`src/rtl/dibit_pkg.sv`:
```
`default_nettype none
// ============================================================================
//  Module      : dibit_pkg
//  Description : Shared types and constants for the serial-to-dibit packer.
//                state_t  - packer FSM states (no held bit / one held bit)
//                PAD_BIT  - filler bit used to complete a flushed half-symbol
//                SYM_W    - symbol width in bits
//                SYM_IDLE - value presented on sym_data when no symbol is valid
//  Revision    : 1.0 - initial release
// ============================================================================
package dibit_pkg;

    typedef enum logic [0:0] {
        S_IDLE = 1'b0,
        S_HALF = 1'b1
    } state_t;

    localparam logic           PAD_BIT  = 1'b0;
    localparam int             SYM_W    = 2;
    localparam logic [SYM_W-1:0] SYM_IDLE = 2'b00;

endpackage
`default_nettype wire

```
`src/rtl/dibit_fifo.sv`:
```
`default_nettype none
// ============================================================================
//  Module      : dibit_fifo
//  Description : Small synchronous FIFO for 2-bit symbols. Read/write pointers
//                carry one extra MSB so full and empty are distinguishable
//                without a separate occupancy counter.
//  Ports       : clk, rst_n      - clock, synchronous active-low reset
//                push, push_data - write strobe and symbol
//                pop             - read strobe (ignored when empty)
//                full, empty     - occupancy flags (registered-state only)
//                head            - oldest stored symbol
//  Revision    : 1.0 - initial release
// ============================================================================
module dibit_fifo
    import dibit_pkg::*;
#(
    parameter int DEPTH = 2
) (
    input  logic             clk,
    input  logic             rst_n,
    input  logic             push,
    input  logic [SYM_W-1:0] push_data,
    input  logic             pop,
    output logic             full,
    output logic             empty,
    output logic [SYM_W-1:0] head
);

    localparam int AW = $clog2(DEPTH);

    logic [SYM_W-1:0] mem [DEPTH];
    logic [AW:0]      wr_ptr;
    logic [AW:0]      rd_ptr;
    logic             do_push;
    logic             do_pop;

    assign empty = (wr_ptr == rd_ptr);
    assign full  = (wr_ptr[AW] != rd_ptr[AW]) && (wr_ptr[AW-1:0] == rd_ptr[AW-1:0]);

    // A pop in the same cycle frees the slot, so a push into a full FIFO
    // is legal when accompanied by a pop.
    assign do_pop  = pop && !empty;
    assign do_push = push && (!full || do_pop);

    assign head = mem[rd_ptr[AW-1:0]];

    always_ff @(posedge clk) begin
        if (!rst_n) begin
            wr_ptr <= '0;
            rd_ptr <= '0;
        end else begin
            if (do_push) begin
                wr_ptr <= wr_ptr + (AW+1)'(1);
            end
            if (do_pop) begin
                rd_ptr <= rd_ptr + (AW+1)'(1);
            end
        end
    end

    // Storage needs no reset: contents are only observed through head
    // while the pointers say the FIFO is non-empty.
    always_ff @(posedge clk) begin
        if (do_push) begin
            mem[wr_ptr[AW-1:0]] <= push_data;
        end
    end

endmodule
`default_nettype wire

```
`src/rtl/dibit_packer.sv`:
```
`default_nettype none
// ============================================================================
//  Module      : dibit_packer
//  Description : Packs a valid/ready 1-bit stream into 2-bit symbols (first
//                received bit in bit[1]) and buffers them in a FIFO. A flush
//                pulse pads a held half-symbol with PAD_BIT and emits it.
//  Ports       : clk, rst_n                   - clock, sync active-low reset
//                bit_valid, bit_data, bit_ready - input bit handshake
//                flush                        - pad/emit pending half-symbol
//                sym_valid, sym_data, sym_ready - output symbol handshake
//                sym_count                    - symbols pushed (wrapping)
//                flush_busy                   - latched flush not yet serviced
//  Revision    : 1.0 - initial release
// ============================================================================
module dibit_packer
    import dibit_pkg::*;
#(
    parameter int DEPTH = 2,
    parameter int CNT_W = 8
) (
    input  logic             clk,
    input  logic             rst_n,
    input  logic             bit_valid,
    input  logic             bit_data,
    output logic             bit_ready,
    input  logic             flush,
    output logic             sym_valid,
    output logic [SYM_W-1:0] sym_data,
    input  logic             sym_ready,
    output logic [CNT_W-1:0] sym_count,
    output logic             flush_busy
);

    state_t           state;
    state_t           state_d;
    logic             hold_q;
    logic             hold_d;
    logic             flush_pend;
    logic             pend_d;
    logic             push;
    logic [SYM_W-1:0] push_data;
    logic             pop;
    logic             accept;
    logic             fifo_full;
    logic             fifo_empty;
    logic [SYM_W-1:0] fifo_head;

    // Registered-state only: no combinational path from sym_ready.
    assign bit_ready  = !flush_pend && ((state == S_IDLE) || !fifo_full);
    assign accept     = bit_valid && bit_ready;
    assign sym_valid  = !fifo_empty;
    assign sym_data   = fifo_empty ? SYM_IDLE : fifo_head;
    assign pop        = sym_valid && sym_ready;
    assign flush_busy = flush_pend;

    always_ff @(posedge clk) begin
        if (!rst_n) begin
            state      <= S_IDLE;
            hold_q     <= 1'b0;
            flush_pend <= 1'b0;
            sym_count  <= '0;
        end else begin
            state      <= state_d;
            hold_q     <= hold_d;
            flush_pend <= pend_d;
            if (push) begin
                sym_count <= sym_count + CNT_W'(1);
            end
        end
    end

    always_comb begin
        state_d   = state;
        hold_d    = hold_q;
        pend_d    = flush_pend;
        push      = 1'b0;
        push_data = SYM_IDLE;
        case (state)
            S_IDLE: begin
                // A flush here has nothing to pad and is dropped.
                if (accept) begin
                    hold_d  = bit_data;
                    state_d = S_HALF;
                end
            end
            S_HALF: begin
                if (flush_pend) begin
                    // bit_ready is low while pending, so accept cannot occur.
                    if (!fifo_full) begin
                        push      = 1'b1;
                        push_data = {hold_q, PAD_BIT};
                        state_d   = S_IDLE;
                        pend_d    = 1'b0;
                    end
                end else if (accept) begin
                    // A real bit completes the symbol; a coincident flush is moot.
                    push      = 1'b1;
                    push_data = {hold_q, bit_data};
                    state_d   = S_IDLE;
                end else if (flush) begin
                    pend_d = 1'b1;
                end
            end
            default: begin
                state_d   = S_IDLE;
                hold_d    = 1'b0;
                pend_d    = 1'b0;
                push      = 1'b0;
                push_data = SYM_IDLE;
            end
        endcase
    end

    dibit_fifo #(
        .DEPTH (DEPTH)
    ) u_fifo (
        .clk       (clk),
        .rst_n     (rst_n),
        .push      (push),
        .push_data (push_data),
        .pop       (pop),
        .full      (fifo_full),
        .empty     (fifo_empty),
        .head      (fifo_head)
    );

endmodule
`default_nettype wire

```
`config.mk`:
```
export PLATFORM = sky130hd
export DESIGN_NAME = dibit_packer
export DESIGN_NICKNAME = d
export VERILOG_FILES = /design/src/rtl/dibit_pkg.sv /design/src/rtl/dibit_fifo.sv /design/src/rtl/dibit_packer.sv
export SDC_FILE = /design/constraint.sdc
export NUM_CORES = 1
export LEC_CHECK = 0
export ABC_AREA = 1
export CAP_MARGIN = 20
export CORE_AREA = 10 10 51 93
export DETAILED_ROUTE_END_ITERATION = 8
export DIE_AREA = 0 0 61 103
export GPL_TIMING_DRIVEN = 0
export PLACE_DENSITY = 0.5
export SKIP_CTS_REPAIR_TIMING = 1
export SLEW_MARGIN = 10
export SYNTH_ARGS = -nofsm -noshare
export SYNTH_HDL_FRONTEND = slang
export SYNTH_SLANG_ARGS = --single-unit
```
`constraint.sdc`:
```
create_clock -name clk -period 1.6 [get_ports clk]
set_clock_uncertainty 0.1 [all_clocks]
set_input_delay 0.16 -clock clk [delete_from_list [all_inputs] [get_ports clk]]
set_output_delay 0.16 -clock clk [all_outputs]
set_load 0.01 [all_outputs]
```
==> results.yml <==
layout:
  final_nets: 159
  drive_above_1_share_pct: 11.9
  sequential_cell_area_sq_um: 443
  finalNonFillerCells: 183
  antenna_cells_inserted: 0
  multiInputGateArea_sq_um: 433
  syn_to_final_growth_pct: 28.8
  final.fill_count: 370
  fin_util_pct: 37.2
synthesis:
  synth_nets: 136
  synthCells: 129
  yosysSeqAreaShare_pct: 46.1
  mapped_avg_cell_area_sq_um: 7.40
  ys_ff_latch: 20
  yosysUniqueCellTypes: 19
  synth_warnings: 0
  syn_area_sq_um: 955
routing:
  postRouteWirelength_um: 1900
  via_per_inst: 4.44
  final_antenna_net_count: 0
  wl_per_cell_um: 10.4
  iteration_0_drc_count_of_the_detailed_router: 11
  drt_pass1_iterations: 3
  routed-via-count: 812
  remaining_drc_errors: 0
worst_setup_path:
  max_stage_delay_ns: 0.58
  crit_slowest_cell: "sky130_fd_sc_hd__clkdlybuf4s50_1"
  critPathKind: "reg -> out"
  data_arrival_time_of_the_critical_path_ns: 1.26
  reg2regPathDepth: 7
  path_delay_family: "buffers and inverters"
  crit_path_cell_trace: "clkdlybuf4s50_1"
  cp-end-kind: "output port"
  timing.critical_path.buf_inv: 1
  critPathRequiredTime_ns: 1.34
  worstPathMaxFanout: 5
  cp.depth: 1
  launching_element_type_of_the_critical_path: "register"
pwr:
  power.leakage_nw: 0.523
  p_per_area_mw_per_mm2: 863
  irDropWorstVdd_v: 0.000398
clock_tree:
  tritoncts: "built"
  cts-htree-levels: 1
  number_of_buffers_inserted_during_clock_tree_synthesis: 3
  cts.sinks: 20
  clk_root_buffer_cell: "sky130_fd_sc_hd__clkbuf_8"
  worst_skew_pair.late_latency_ns: 0.26
  cts.clk_slew.worst_paths_ns: 0.08
  max-clock-path-buffers: 2
placed_design:
  port_buffers: 18
  hpwlAfterDp_um: 1470
  gp_routability_congestion: 0.683
  placed_cells_incl_taps: 179
floorplan:
  initial_core_utilization_pct: 28.9
  overall_die_width_um: 61
  vertical_die_dimension_um: 103
  io_pins: 19
  design.core.area_sq_mm: 0.00330
  placementRows: 30
  die_outline_area_sq_mm: 0.00628
timing:
  timing.final.crit_period_ns: 1.52
  timing.final.crit_share_pct: 95.2
  worst_pin_slew_ns: 0.494
  setup_violations: 0
  report.final.hold_viol_count: 0
  max-slew-margin-rel_pct: 67.0
  setup-tns-final_ns: 0
  fmax_ghz: 0.656
  maxSlewViolCount: 0
worst_hold_path:
  min_delay_path_depth: 2
  hp-class: "reg -> reg"
outcome:
  status: "finished clean"
global_routing:
  gr-usage-all-layers_pct: 6.78
  grt_start_max_net_pins: 12
  globalRouteOverflowTotal: 0
  antenna_found_initial: 0
  via_count_of_the_first_global_routing_pass: 784
  wire_length_of_the_first_global_routing_pass_um: 3310
flow_run:
  max_cap_viol_count: 0
[through the flow]
stage               cell area (sq um)  power (W)  hold WS (ns)  setup WS (ns)
finish                           1230    0.00106         0.368         0.0762
global route                     1230    0.00113         0.401        -0.0107
CTS                              1220    0.00109         0.372         -0.385
detailed placement               1170   0.000746         0.360        -0.0959
global placement                 1170   0.000744         0.348        -0.0964
floorplan                         955   0.000671         0.232          0.204
[kinds of logic after synthesis]
group	synth area share, %
AND/OR/NAND/NOR	29.1
adder cells (fa/ha/maj)	1.31
flip-flops	46.1
AO/OA/AOI/OAI	11.8
buffers and inverters	9.83
XOR/XNOR	1.84
[flip-flops by register name, indices dropped and copies added (netlist names), named ones only]
name,cells
flush_busy,1
hold_q,1
state,1
sym_count,8
u_fifo.mem,4
u_fifo.rd_ptr,2
u_fifo.wr_ptr,2
[power breakdown]
group	switching [W]	internal (W)	leakage, nW
logic	0.0000970	0.0000718	0.330
registers	0.0000194	0.000537	0.171
clock network	0.000165	0.000171	0.0231
total	0.000282	0.000780	0.523
[cells in the final DEF, fill, tap and decap left out, types with 2 or more instances in the layout]
cell type,netlist,layout
sky130_fd_sc_hd__inv_1,20,20
sky130_fd_sc_hd__nor2_1,17,16
sky130_fd_sc_hd__dfxtp_2,0,2
sky130_fd_sc_hd__a21oi_1,11,11
sky130_fd_sc_hd__o21ai_0,5,5
sky130_fd_sc_hd__clkbuf_8,0,3
sky130_fd_sc_hd__dfxtp_1,16,14
sky130_fd_sc_hd__nand2_4,2,2
sky130_fd_sc_hd__nand2_2,2,2
sky130_fd_sc_hd__nand2_1,34,34
sky130_fd_sc_hd__edfxtp_1,4,4
sky130_fd_sc_hd__nand3_1,7,6
sky130_fd_sc_hd__xor2_1,2,2
sky130_fd_sc_hd__dlymetal6s2s_1,0,2
sky130_fd_sc_hd__clkdlybuf4s50_1,0,14
[per-layer routing]
| metal | share of wire [%] | track usage (%) | up-vias |
|---|---|---|---|
| li1 | - | - | 449 |
| met1 | 48 | 8.01 | 342 |
| met2 | 43 | 9.77 | 17 |
| met3 | 7.7 | 3.21 | 4 |
| met4 | 1.4 | 3.57 | 0 |
| met5 | 0 | 0 | - |
[layout make-up]
cell class,instances,area share [%]
Sequential cell,20,36.0
Clock inverter,1,0.305
Buffer,2,1.22
Multi-Input combinational cell,86,35.2
Timing Repair Buffer,18,14.2
Clock buffer,3,3.36
Inverter,21,6.41
Tap cell,32,3.26
[synth_stat cells]
cell type | number | area, sq um
sky130_fd_sc_hd__buf_6 | 1 | 11.3
sky130_fd_sc_hd__inv_1 | 20 | 75.1
sky130_fd_sc_hd__o21bai_2 | 1 | 11.3
sky130_fd_sc_hd__nand2_2 | 2 | 12.5
sky130_fd_sc_hd__ha_1 | 1 | 12.5
sky130_fd_sc_hd__o21ai_0 | 5 | 25.0
sky130_fd_sc_hd__nor3_1 | 2 | 10.0
sky130_fd_sc_hd__nand4_1 | 1 | 6.26
sky130_fd_sc_hd__dfxtp_1 | 16 | 320
sky130_fd_sc_hd__edfxtp_1 | 4 | 120
sky130_fd_sc_hd__nand3_1 | 7 | 35.0
sky130_fd_sc_hd__o211ai_4 | 1 | 21.3
sky130_fd_sc_hd__inv_2 | 1 | 3.75
sky130_fd_sc_hd__a21oi_1 | 11 | 55.1
sky130_fd_sc_hd__nor2_1 | 17 | 63.8
sky130_fd_sc_hd__nand2_4 | 2 | 22.5
sky130_fd_sc_hd__nand2_1 | 34 | 128
sky130_fd_sc_hd__xor2_1 | 2 | 17.5
sky130_fd_sc_hd__clkbuf_1 | 1 | 3.75
[path summary, 6_finish.rpt]
kind / from / endpoint / slack [ns]
min: hold_q / hold_q / 0.37
min reg2reg: hold_q / hold_q / 0.37
max reg2reg: u_fifo.wr_ptr[1] / u_fifo.mem[0][1] / 0.14
max: sym_count[4] / sym_count[4] / 0.08
Note: power is estimated with default switching activity, not from simulation.
